<file path="src/rtl/mem_arbiter.sv">
// Two-port (fetch F / load-store M) arbiter onto one memory bus; optional watchdog under MEMARB_TIMEOUT_EN.
// Latency: request edge -> bus request 1 cycle later; bus response -> port response 1 cycle later.
// Backpressure: one pending slot per port, one bus transaction outstanding; a request on a full slot is dropped and flagged.
module mem_arbiter #(
    parameter bit FETCH_FIRST    = 1'b0,
    parameter int TIMEOUT_CYCLES = 1024
) (
    input  logic        clk,
    input  logic        rstn,
    input  logic        f_request_enable,
    input  logic        f_mode,
    input  logic [31:0] f_addr,
    input  logic [31:0] f_wdata,
    input  logic [3:0]  f_wstrb,
    output logic        f_response_enable,
    output logic [31:0] f_data,
    input  logic        m_request_enable,
    input  logic        m_mode,
    input  logic [31:0] m_addr,
    input  logic [31:0] m_wdata,
    input  logic [3:0]  m_wstrb,
    output logic        m_response_enable,
    output logic [31:0] m_data,
    output logic        request_enable,
    output logic        mode,
    output logic [31:0] addr,
    output logic [31:0] wdata,
    output logic [3:0]  wstrb,
    input  logic        response_enable,
    input  logic [31:0] data,
    output logic        busy,
    output logic        err_overrun,
    output logic        err_timeout
);

    typedef struct packed {
        logic        mode;
        logic [31:0] addr;
        logic [31:0] wdata;
        logic [3:0]  wstrb;
    } req_t;

    typedef enum logic {S_IDLE, S_WAIT} state_t;

    state_t state;
    logic   f_prev, m_prev;
    logic   f_pend, m_pend;
    logic   owner_m;
    req_t   f_slot, m_slot;

    logic   f_rise, m_rise;
    logic   to_hit, done, done_f, done_m;
    logic   grant_m;
    req_t   grant_req;

`ifdef MEMARB_TIMEOUT_EN
    logic [15:0] to_cnt;
`else
    logic [31:0] unused_timeout;
    assign unused_timeout = 32'(TIMEOUT_CYCLES);
    assign err_timeout    = 1'b0;
`endif

    always_comb begin
        f_rise = f_request_enable & ~f_prev;
        m_rise = m_request_enable & ~m_prev;
`ifdef MEMARB_TIMEOUT_EN
        to_hit = (state == S_WAIT) && !response_enable &&
                 (({1'b0, to_cnt} + 17'd1) == 17'(TIMEOUT_CYCLES));
`else
        to_hit = 1'b0;
`endif
        done      = (state == S_WAIT) && (response_enable || to_hit);
        done_f    = done & ~owner_m;
        done_m    = done & owner_m;
        grant_m   = m_pend && (!f_pend || !FETCH_FIRST);
        grant_req = grant_m ? m_slot : f_slot;
    end

    always_ff @(posedge clk or negedge rstn) begin
        if (!rstn) begin
            state             <= S_IDLE;
            f_prev            <= 1'b0;
            m_prev            <= 1'b0;
            f_pend            <= 1'b0;
            m_pend            <= 1'b0;
            owner_m           <= 1'b0;
            f_slot            <= '0;
            m_slot            <= '0;
            f_response_enable <= 1'b0;
            f_data            <= '0;
            m_response_enable <= 1'b0;
            m_data            <= '0;
            request_enable    <= 1'b0;
            mode              <= 1'b0;
            addr              <= '0;
            wdata             <= '0;
            wstrb             <= '0;
            busy              <= 1'b0;
            err_overrun       <= 1'b0;
`ifdef MEMARB_TIMEOUT_EN
            to_cnt            <= '0;
            err_timeout       <= 1'b0;
`endif
        end else begin
            f_prev            <= f_request_enable;
            m_prev            <= m_request_enable;
            request_enable    <= 1'b0;
            f_response_enable <= 1'b0;
            m_response_enable <= 1'b0;

            // Completion frees the owner's slot before this edge's new request is considered.
            if (done_f) f_pend <= 1'b0;
            if (done_m) m_pend <= 1'b0;

            if (f_rise) begin
                if (f_pend && !done_f) begin
                    err_overrun <= 1'b1;
                end else begin
                    f_pend <= 1'b1;
                    f_slot <= {f_mode, f_addr, f_wdata, f_wstrb};
                end
            end
            if (m_rise) begin
                if (m_pend && !done_m) begin
                    err_overrun <= 1'b1;
                end else begin
                    m_pend <= 1'b1;
                    m_slot <= {m_mode, m_addr, m_wdata, m_wstrb};
                end
            end

            case (state)
                S_IDLE: begin
                    if (f_pend || m_pend) begin
                        owner_m        <= grant_m;
                        mode           <= grant_req.mode;
                        addr           <= grant_req.addr;
                        wdata          <= grant_req.wdata;
                        wstrb          <= grant_req.wstrb;
                        request_enable <= 1'b1;
                        busy           <= 1'b1;
                        state          <= S_WAIT;
`ifdef MEMARB_TIMEOUT_EN
                        to_cnt         <= '0;
`endif
                    end
                end
                S_WAIT: begin
                    if (done) begin
                        busy  <= 1'b0;
                        state <= S_IDLE;
                        if (owner_m) begin
                            m_response_enable <= 1'b1;
                            m_data            <= response_enable ? data : 32'h0;
                        end else begin
                            f_response_enable <= 1'b1;
                            f_data            <= response_enable ? data : 32'h0;
                        end
`ifdef MEMARB_TIMEOUT_EN
                        if (!response_enable) err_timeout <= 1'b1;
`endif
                    end
`ifdef MEMARB_TIMEOUT_EN
                    else begin
                        to_cnt <= to_cnt + 16'd1;
                    end
`endif
                end
            endcase
        end
    end

endmodule

</file>
<file path="config.mk">
export PLATFORM = sky130hd
export DESIGN_NAME = mem_arbiter
export DESIGN_NICKNAME = d
export VERILOG_FILES = /design/src/rtl/mem_arbiter.sv
export SDC_FILE = /design/constraint.sdc
export NUM_CORES = 1
export LEC_CHECK = 0
export CAP_MARGIN = 20
export CORE_ASPECT_RATIO = 0.9
export CORE_MARGIN = 2
export CORE_UTILIZATION = 43
export CTS_CLUSTER_DIAMETER = 120
export DETAILED_ROUTE_END_ITERATION = 10
export GPL_TIMING_DRIVEN = 0
export PLACE_DENSITY = 0.76
export SLEW_MARGIN = 20
export SYNTH_ARGS = -nofsm -noshare
export SYNTH_HDL_FRONTEND = slang
export SYNTH_SLANG_ARGS = --single-unit
</file>
<file path="constraint.sdc">
create_clock -name clk -period 1.9 [get_ports clk]
set_clock_uncertainty 0.1 [all_clocks]
set_input_delay 0.475 -clock clk [delete_from_list [all_inputs] [get_ports clk]]
set_output_delay 0.475 -clock clk [all_outputs]
set_load 0.005 [all_outputs]
</file>
==> flow_summary.ini <==
[synthesis]
synth-seq-cells = 282
synth_top_area_cell = dfrtp_1
synth-async-reset-ratio = 1.00
synth_edf_count = 0
synth_seq_area_share = 0.641
synthesis.nets = 933
synthXorXnorAreaFrac = 0
ys_types = 21
synth_top_family_by_area = multiplexers
netlist_top_cells_count = 282 x dfrtp_1, 192 x mux2_2, 75 x nand2_1, 70 x o21ai_0, 69 x mux2i_1
synthCells = 758
synth_top_cell_area_share = 0.641
synthFlopType = dfrtp_1
ys.warnings.count = 0
netlist_area_sq_um = 11000
synth.area.top_cells = dfrtp_1 64%, mux2_2 20%, mux2i_1 6.3%, o21ai_0 3.2%, nand2_1 2.6%
synthMuxAreaShare = 0.270
synth_adder_area_share = 0
synth_compound_area_frac = 0.0364
avgSynthCellArea_sq_um = 14.5
yosys.area_share.simple = 0.0287
yosysMostFrequentCell = dfrtp_1

[power_and_ir_drop]
p_leak_nw = 7.34
p_per_area_nw_per_um2 = 1630
vdd_ir_drop_max_v = 0.00118
p_total_mw = 25.8

[global_routing]
grt_pass1_vias = 7971
grt_util_all_layers = 0.218
grt_pass1_wl_microns = 45900
grt_overflow_total = 0
antenna_found_initial = 2
grt_max_degree = 97

[cts]
cts_sinks = 282
h-tree-depth = 1
clk_pin_slew_worst_paths_ns = 0.06
numCtsBuffers = 30
cts_tree = yes
clockBufferDepth = 3
clk_latency_ns = 0.55
cts_root_buffer = clkbuf_16

[setup_path]
crit_type = reg2out
cp.buffers_inverters = 1
cp-start-kind = flip-flop
crit_fanout = 2
r2r-start = owner_m
max_stage_delay_ns = 0.38
worstPathArrival_ns = 1.25
crit_chain = dlygate4sd2_1
end_kind = primary output
crit_start = addr[21]
crit_required_ns = 1.32
cp_slowest_cell = dfrtp_1
crit_family = flip-flops

[sta]
setup_viol = 0
maxSlewHeadroom = 0.550
fmax_mhz = 548
period_minus_slack_ns = 1.82
hold_viol = 0
tns_ns = 0
tightest_slew_ns = 0.675
final_max_slew_viol_count = 0
finalCritPeriodShare = 0.960

[floorplanning]
coreArea_sq_um = 25100
floorplan.die_area_sq_um = 26900
die_height_microns = 156
initial_utilization = 0.438
die_w_microns = 173
rows = 55
ios = 314

[hold_path]
hp-class = in2reg
holdCritStartpoint = f_request_enable

[final_layout]
fin_util = 0.628
antenna_cells = 0
drive_gt1_frac = 0.270
n_fill_cell = 1941
areaGrowthSynthToFinish_pct = 43.3
nets = 1298

[placement]
place_congestion = 0.784
port_buffers = 312
dp_hpwl_microns = 20200

[flow_run]
drv_cap = 0

[drt]
drtIter0Drc = 332
vias = 7446
routedWlPerCell_microns = 19.4
first_pass_iters = 4
ant_nets = 0
vias_per_cell = 5.00
drt_wl_total_microns = 28900
drc = 0

[status]
status = completed
[flip-flops by register name (all words and copies together) (netlist names), 4 cells and up]
signal / flops
wdata: 32
m_data: 32
f_data: 32
wstrb: 4
m_slot: 69
addr: 32
f_slot: 69
[cell type report]
type                       count  area [sq um]  share of cell area
clock inverter                14           176              0.0112
clock buffer                  41           873              0.0554
multi-input combinational    427          3730               0.236
buffer                        42           277              0.0175
inverter                       5          18.8             0.00119
timing repair buffer         335          3210               0.204
sequential                   282          7060               0.447
tap                          342           428              0.0271
[routing by layer]
layer | up-vias | track usage | part of all wire
met5 | - | 0 | 0.00080
met4 | 4 | 0.0582 | 0.027
met3 | 54 | 0.0802 | 0.10
met2 | 276 | 0.352 | 0.46
met1 | 3741 | 0.279 | 0.41
li1 | 3371 | - | -
[final timing paths]
kind,slack [ns],endpoint,cells after the start
setup / recovery,0.08,addr[21],1
hold reg to reg,0.37,addr[16],2
hold / removal,0.32,f_prev,1
min in group asynchronous,0.33,m_slot[10],2
setup reg to reg,0.10,f_slot[56],5
max in group asynchronous,0.32,m_data[13],4
[repair_timing]
item | in CTS | in global routing
buffers inserted | 14 | 5
endpoints found under the setup margin | 368 | 73
cloned | 0 | 0
hold buffers | 1 | 0
pin swaps | 3 | 2
gates resized for setup | 154 | 9
hold endpoints to repair | 44 | 0
[through the flow]
| step | cell area (sq um) | hold slack, ns | std cells | setup WS (ns) |
|---|---|---|---|---|
| global placement | 14600 | 0.360 | 1412 | -11.97 |
| finish | 15800 | 0.320 | 1488 | 0.0767 |
| floorplan | 11000 | 0.0794 | 758 | 0.112 |
| CTS | 15700 | 0.300 | 1484 | 0.0000568 |
| global route | 15800 | 0.304 | 1488 | -0.000905 |
| detailed placement | 14600 | 0.299 | 1415 | -1.17 |
[logic make-up (layout without fill, tap and decap cells)]
kind of cell | after synthesis | after routing
flops | 282 | 282
compound gates | 76 | 76
buf+inv | 49 | 437
simple gates | 79 | 79
mux | 271 | 271
other cells | 1 | 1
[layout by cell type, fill, tap and decap left out, types with 4 or more instances in the layout]
cell,instances
buf_2,15
buf_4,25
buf_6,6
bufinv_16,4
clkbuf_1,8
clkbuf_16,31
clkbuf_2,5
clkbuf_8,6
clkdlybuf4s50_1,172
clkinv_2,8
dfrtp_1,281
dlygate4sd2_1,139
inv_1,5
mux2_1,10
mux2_2,192
mux2i_1,69
nand2_1,75
o21ai_0,70
[power breakdown]
group	leakage (nW)	internal (mW)	switching, mW
sequential	3.37	9.04	1.50
clock	0.522	3.75	2.40
combinational	3.44	5.12	3.98
(Power assumes the default switching activity.)
